**src/rtl/cosim_pkg.sv**
```systemverilog
// Shared types, constants and the MISR step function for the result compactor.
package cosim_pkg;

   // Capture-run controller states.
   typedef enum logic [1:0] {
      ST_IDLE = 2'd0,
      ST_RUN  = 2'd1,
      ST_FOLD = 2'd2,
      ST_DONE = 2'd3
   } state_t;

   // Feedback taps of the 128-bit MISR (x^128 + x^7 + x^2 + x + 1).
   localparam logic [127:0] MISR_POLY = 128'h87;

   // One MISR clock: shift left, reduce by the polynomial when the MSB falls out,
   // then absorb the masked result vector.
   function automatic logic [127:0] misr_step(input logic [127:0] sig_in,
                                              input logic [127:0] term);
      logic [127:0] t;
      t = {sig_in[126:0], 1'b0};
      if (sig_in[127]) begin
         t = t ^ MISR_POLY;
      end
      return t ^ term;
   endfunction

endpackage

```
**src/rtl/misr128.sv**
```systemverilog
// Combinational single-step MISR fold used by the capture controller.
module misr128
   import cosim_pkg::*;
(
   input  logic [127:0] sig_i,
   input  logic [127:0] term_i,
   output logic [127:0] sig_o
);

   assign sig_o = misr_step(sig_i, term_i);

endmodule

```
**src/rtl/cosim_result_misr.sv**
```systemverilog
// Compacts a run of 128-bit DUT result vectors into a MISR signature,
// excluding X/Z bits and counting vectors that carried any X.
//
// Handshake: a vector transfers on a rising edge where in_valid and in_ready
// are both 1. in_ready is high for every cycle in RUN: the stage register
// always drains into the signature on the cycle after it is loaded, so a new
// vector can be taken while the previous one folds (one vector per cycle).
// The producer must hold in_data/in_xmask stable while in_valid is high and
// in_ready is low; nothing is captured in that case.
module cosim_result_misr
   import cosim_pkg::*;
#(
   parameter logic [127:0] SEED  = 128'h0,
   parameter int           CNT_W = 16
) (
   input  logic             clk,
   input  logic             reset,
   input  logic             start,
   input  logic [CNT_W-1:0] num_vecs,
   input  logic             in_valid,
   input  logic [127:0]     in_data,
   input  logic [127:0]     in_xmask,
   output logic             in_ready,
   output logic             busy,
   output logic             done,
   output logic [127:0]     sig,
   output logic [CNT_W-1:0] vec_count,
   output logic [7:0]       x_vecs,
   output state_t           dbg_state
);

   state_t             state_q;
   logic [127:0]       sig_q;
   logic [127:0]       sig_d;
   logic [CNT_W-1:0]   vec_count_q;
   logic [7:0]         x_vecs_q;
   logic [CNT_W-1:0]   remaining_q;
   logic               stage_vld_q;
   logic [127:0]       stage_term_q;
   logic               stage_anyx_q;
   logic               in_ready_q;
   logic               busy_q;
   logic               done_q;
   logic               accept;

   assign accept = in_valid & in_ready_q;

   misr128 u_misr (
      .sig_i  (sig_q),
      .term_i (stage_term_q),
      .sig_o  (sig_d)
   );

   // Run controller, stage register and signature/counter state.
   always_ff @(posedge clk) begin
      if (reset) begin
         state_q      <= ST_IDLE;
         sig_q        <= SEED;
         vec_count_q  <= '0;
         x_vecs_q     <= '0;
         remaining_q  <= '0;
         stage_vld_q  <= 1'b0;
         stage_term_q <= '0;
         stage_anyx_q <= 1'b0;
         in_ready_q   <= 1'b0;
         busy_q       <= 1'b0;
         done_q       <= 1'b0;
      end else begin
         // Fold the staged vector; the stage is only ever full in RUN/FOLD.
         if (stage_vld_q) begin
            sig_q       <= sig_d;
            vec_count_q <= vec_count_q + 1'b1;
            if (stage_anyx_q && (x_vecs_q != 8'hFF)) begin
               x_vecs_q <= x_vecs_q + 8'd1;
            end
         end

         stage_vld_q <= accept;
         if (accept) begin
            stage_term_q <= in_data & ~in_xmask;
            stage_anyx_q <= |in_xmask;
            remaining_q  <= remaining_q - 1'b1;
         end

         case (state_q)
            ST_IDLE, ST_DONE: begin
               if (start) begin
                  sig_q       <= SEED;
                  vec_count_q <= '0;
                  x_vecs_q    <= '0;
                  remaining_q <= num_vecs;
                  if (num_vecs == '0) begin
                     state_q    <= ST_DONE;
                     in_ready_q <= 1'b0;
                     busy_q     <= 1'b0;
                     done_q     <= 1'b1;
                  end else begin
                     state_q    <= ST_RUN;
                     in_ready_q <= 1'b1;
                     busy_q     <= 1'b1;
                     done_q     <= 1'b0;
                  end
               end
            end
            ST_RUN: begin
               if (accept && (remaining_q == CNT_W'(1))) begin
                  state_q    <= ST_FOLD;
                  in_ready_q <= 1'b0;
               end
            end
            ST_FOLD: begin
               if (stage_vld_q) begin
                  state_q <= ST_DONE;
                  busy_q  <= 1'b0;
                  done_q  <= 1'b1;
               end
            end
            default: begin
               state_q <= ST_IDLE;
            end
         endcase
      end
   end

   assign in_ready  = in_ready_q;
   assign busy      = busy_q;
   assign done      = done_q;
   assign sig       = sig_q;
   assign vec_count = vec_count_q;
   assign x_vecs    = x_vecs_q;
   assign dbg_state = state_q;

endmodule

```
**config.mk**
```make
export PLATFORM = sky130hd
export DESIGN_NAME = cosim_result_misr
export DESIGN_NICKNAME = d
export VERILOG_FILES = /design/src/rtl/cosim_pkg.sv /design/src/rtl/misr128.sv /design/src/rtl/cosim_result_misr.sv
export SDC_FILE = /design/constraint.sdc
export NUM_CORES = 1
export LEC_CHECK = 0
export BUFFER_PORTS_ARGS = -buffer_cell sky130_fd_sc_hd__buf_2
export CORE_AREA = 3 3 165 167
export CTS_BUF_LIST = sky130_fd_sc_hd__clkbuf_4 sky130_fd_sc_hd__clkbuf_8
export CTS_CLUSTER_SIZE = 8
export DETAILED_ROUTE_END_ITERATION = 8
export DIE_AREA = 0 0 168 170
export HOLD_SLACK_MARGIN = 0.03
export PLACE_DENSITY = 0.78
export SYNTH_ARGS = -nofsm -noshare
export SYNTH_HDL_FRONTEND = slang
export SYNTH_SLANG_ARGS = --single-unit
```
**constraint.sdc**
```tcl
create_clock -name clk -period 2.9 [get_ports clk]
set_clock_uncertainty 0.05 [all_clocks]
set_input_delay 0.58 -clock clk [delete_from_list [all_inputs] [get_ports clk]]
set_output_delay 0.58 -clock clk [all_outputs]
set_load 0.03 [all_outputs]
```
==> impl_metrics.env <==
export IMPL_cts_repair_resized=0
export IMPL_worst_path_stages=6
export IMPL_hold_buffers=0
export IMPL_grtUsageTotal=0.255
export IMPL_clock_path_buffers=3
export IMPL_outcome="complete, no violations"
export IMPL_htree_levels=2
export IMPL_grt_overflow_total=0
export IMPL_synth_most_common_cell="nor2_1"
export IMPL_max_freq_mhz=487
export IMPL_fin_tns_setup_ns=0
export IMPL_die_x_um=168
export IMPL_yosysTopAreaCellShare=0.479
export IMPL_synth_warnings=0
export IMPL_synth_area_top_cells="dfxtp_1 (48%), xnor2_1 (9.8%), nor2_1 (9.2%)"
export IMPL_path_delay_family="simple AND/OR/NAND/NOR gates"
export IMPL_avgViaCountPerCell=5.40
export IMPL_worstPathRequired_ns=3.21
export IMPL_endpoint="sig[58]"
export IMPL_vias=11839
export IMPL_synth_edff_count=0
export IMPL_synth_area_mux_share=0.00395
export IMPL_cp_max_fo=61
export IMPL_wl_per_cell_um=17.7
export IMPL_synthAdderAreaFrac=0.00593
export IMPL_antenna_found_initial=0
export IMPL_dpl_hpwl_um=28400
export IMPL_synth_ff_type="dfxtp_1"
export IMPL_ys_top_cells_by_count="nor2_1 (310), dfxtp_1 (303), xnor2_1 (141)"
export IMPL_core_um2=25900
export IMPL_synth_area_per_cell_um2=8.91
export IMPL_fillers=2179
export IMPL_clockRootBuffer="clkbuf_8"
export IMPL_ir_worst_vdd_uv=695
export IMPL_grt_setup_unrepaired="no"
export IMPL_drtIter0Drc=874
export IMPL_layout_drive_gt1_share=0.291
export IMPL_leakage_nw=6.21
export IMPL_rows=59
export IMPL_cts_buffers=49
export IMPL_gp_congestion=1.03
export IMPL_syn_cell_area_um2=12700
export IMPL_grt_max_degree=215
export IMPL_area_delta_synth_final_pct=27.9
export IMPL_syn_num_nets=1702
export IMPL_grt_pass1_vias=11107
export IMPL_critPathCaptureType="register"
export IMPL_port_buffers=432
export IMPL_hold_viol_final=0
export IMPL_tightestPinTransition_ns=1.13
export IMPL_insertion_delay_ns=0.55
export IMPL_rr_startpoint="dbg_state[0]"
export IMPL_io_pins=433
export IMPL_routed_wirelength_um=38900
export IMPL_arrival_ns=2.36
export IMPL_fin_nets=2109
export IMPL_cts_setup_buffers=0
export IMPL_syn_inst=1420
export IMPL_yosys_area_top_type="dfxtp_1"
export IMPL_firstDrtPassIters=5
export IMPL_setup_viol=0
export IMPL_design_die_area_um2=28600
export IMPL_power_density_nw_per_um2=699
export IMPL_drv_slew=0
export IMPL_yosysUniqueCellTypes=36
export IMPL_cts_sinks=303
export IMPL_cp_slowest_cell="nand2b_4"
export IMPL_grt_pass1_wl_um=59400
export IMPL_cts_tree="yes"
export IMPL_slew_headroom=0.249
export IMPL_synth_simple_area_share=0.222
export IMPL_start_util=0.488
export IMPL_synth_top_family_by_area="simple AND/OR/NAND/NOR gates"
export IMPL_reg2reg_slack_ns=0.85
export IMPL_synth_xor_area_frac=0.114
export IMPL_drc_errors=0
export IMPL_critPathKind="reg2reg"
export IMPL_whs_ns=0.295
export IMPL_seq_area_frac_synth=0.479
export IMPL_ys_seq_elements=303
export IMPL_fin_crit_sh=0.708
export IMPL_synth_compound_area_share=0.145
export IMPL_worst_path_buf_inv=2
export IMPL_drv_cap=0
export IMPL_clk_pin_slew_ns=0.06
export IMPL_path_cells="inv_1, ha_1, nand2_1, nand2b_4, buf_12, a211oi_1"
export IMPL_max_stage_delay_ns=0.42
export IMPL_r2r_end="sig[58]"
export IMPL_min_path_type="in2reg"
export IMPL_r2r_cells=6
export IMPL_postSynth_asyncResetShare=0
export IMPL_dpl_cell_count=2111
export IMPL_die_h_um=170
export IMPL_startpoint="dbg_state[0]"
export IMPL_drtAntennaViolNets=0
export IMPL_fin_cells=2194
export IMPL_cp_start_kind="register"
export IMPL_fin_crit_ns=2.05
==> sequential cells by signal (all words and copies together) (netlist names), 2 cells and up <==
name	flops
remaining_q	16
sig	128
vec_count	16
dbg_state	2
stage_term_q	128
x_vecs	8
==> worst reg2reg max path, cell delays in order, from the launching register on <==
cell and delay (ns):
dfxtp_1 0.36, inv_1 0.07, ha_1 0.36, nand2_1 0.13, nand2b_4 0.42, buf_12 0.35
a211oi_1 0.12
==> cells in the final DEF, fill, tap and decap left out, types with 6 or more instances in the layout <==
master / instances
buf_12: 9
buf_4: 11
xor2_1: 23
ha_1: 6
nand2_1: 16
a21oi_1: 133
a211oi_1: 139
xnor2_1: 141
o21ai_0: 8
nand3_1: 14
buf_2: 431
clkbuf_4: 15
nor3b_1: 128
nor2_1: 310
nor4_1: 40
clkbuf_8: 63
inv_1: 7
a311oi_1: 6
nand4_1: 17
dfxtp_1: 302
==> logic make-up (layout without fill, tap and decap cells) <==
group / count (synthesis) / in the layout
buffers and inverters: 102 / 540
multiplexers: 5 / 5
other: 0 / 1
XOR/XNOR: 164 / 164
AO/OA/AOI/OAI: 290 / 290
adder cells (fa/ha/maj): 6 / 6
flip-flops: 303 / 303
AND/OR/NAND/NOR: 550 / 550
==> area by class of cell <==
cell class                 count  area [um2]  share of cell area
antenna                        1        2.50            0.000155
inverter                       7        26.3             0.00162
clock buffer                  78         980              0.0605
clock inverter                 4        47.5             0.00294
multi-input combinational   1015        6220               0.384
timing repair buffer         451        2420               0.150
sequential                   303        6070               0.375
tap                          335         419              0.0259
==> worst min path at each step <==
stage / startpoint / to / cells past startpoint
2_1_floorplan: remaining_q[15] / remaining_q[15] / 2
3_3_place_gp: busy / busy / 2
3_5_place_dp: busy / busy / 2
4_1_cts: num_vecs[5] / remaining_q[5] / 3
5_1_grt: num_vecs[7] / remaining_q[7] / 3
6_report: num_vecs[5] / remaining_q[5] / 3
==> report_power, final <==
| group | switching [mW] | leakage, nW | internal (mW) |
|---|---|---|---|
| clock network | 1.60 | 0.544 | 2.21 |
| logic | 1.67 | 3.21 | 0.978 |
| registers | 0.325 | 2.45 | 4.51 |
| total | 3.60 | 6.21 | 7.70 |
==> per-stage QoR <==
| step | util | cell area (um2) | worst slack (ns) | power [mW] |
|---|---|---|---|---|
| finish | 0.624 | 16200 | 0.847 | 11.3 |
| floorplan | - | 12700 | 0.797 | 6.66 |
| detailed placement | 0.585 | 15200 | 0.399 | 7.55 |
| global placement | 0.585 | 15200 | 0.476 | 7.48 |
| CTS | 0.624 | 16200 | 0.851 | 11.4 |
| global route | 0.624 | 16200 | 0.738 | 11.9 |
==> metal layers <==
layer	share of wire	GRT usage	vias up	wire length (um)
met1	0.42	0.332	5569	16400
met2	0.47	0.419	420	18400
met3	0.082	0.0681	75	3170
met4	0.026	0.0772	0	1020
li1	-	-	5775	-
met5	0	0	-	0
No activity file was read; power rests on OpenSTA's default activity.
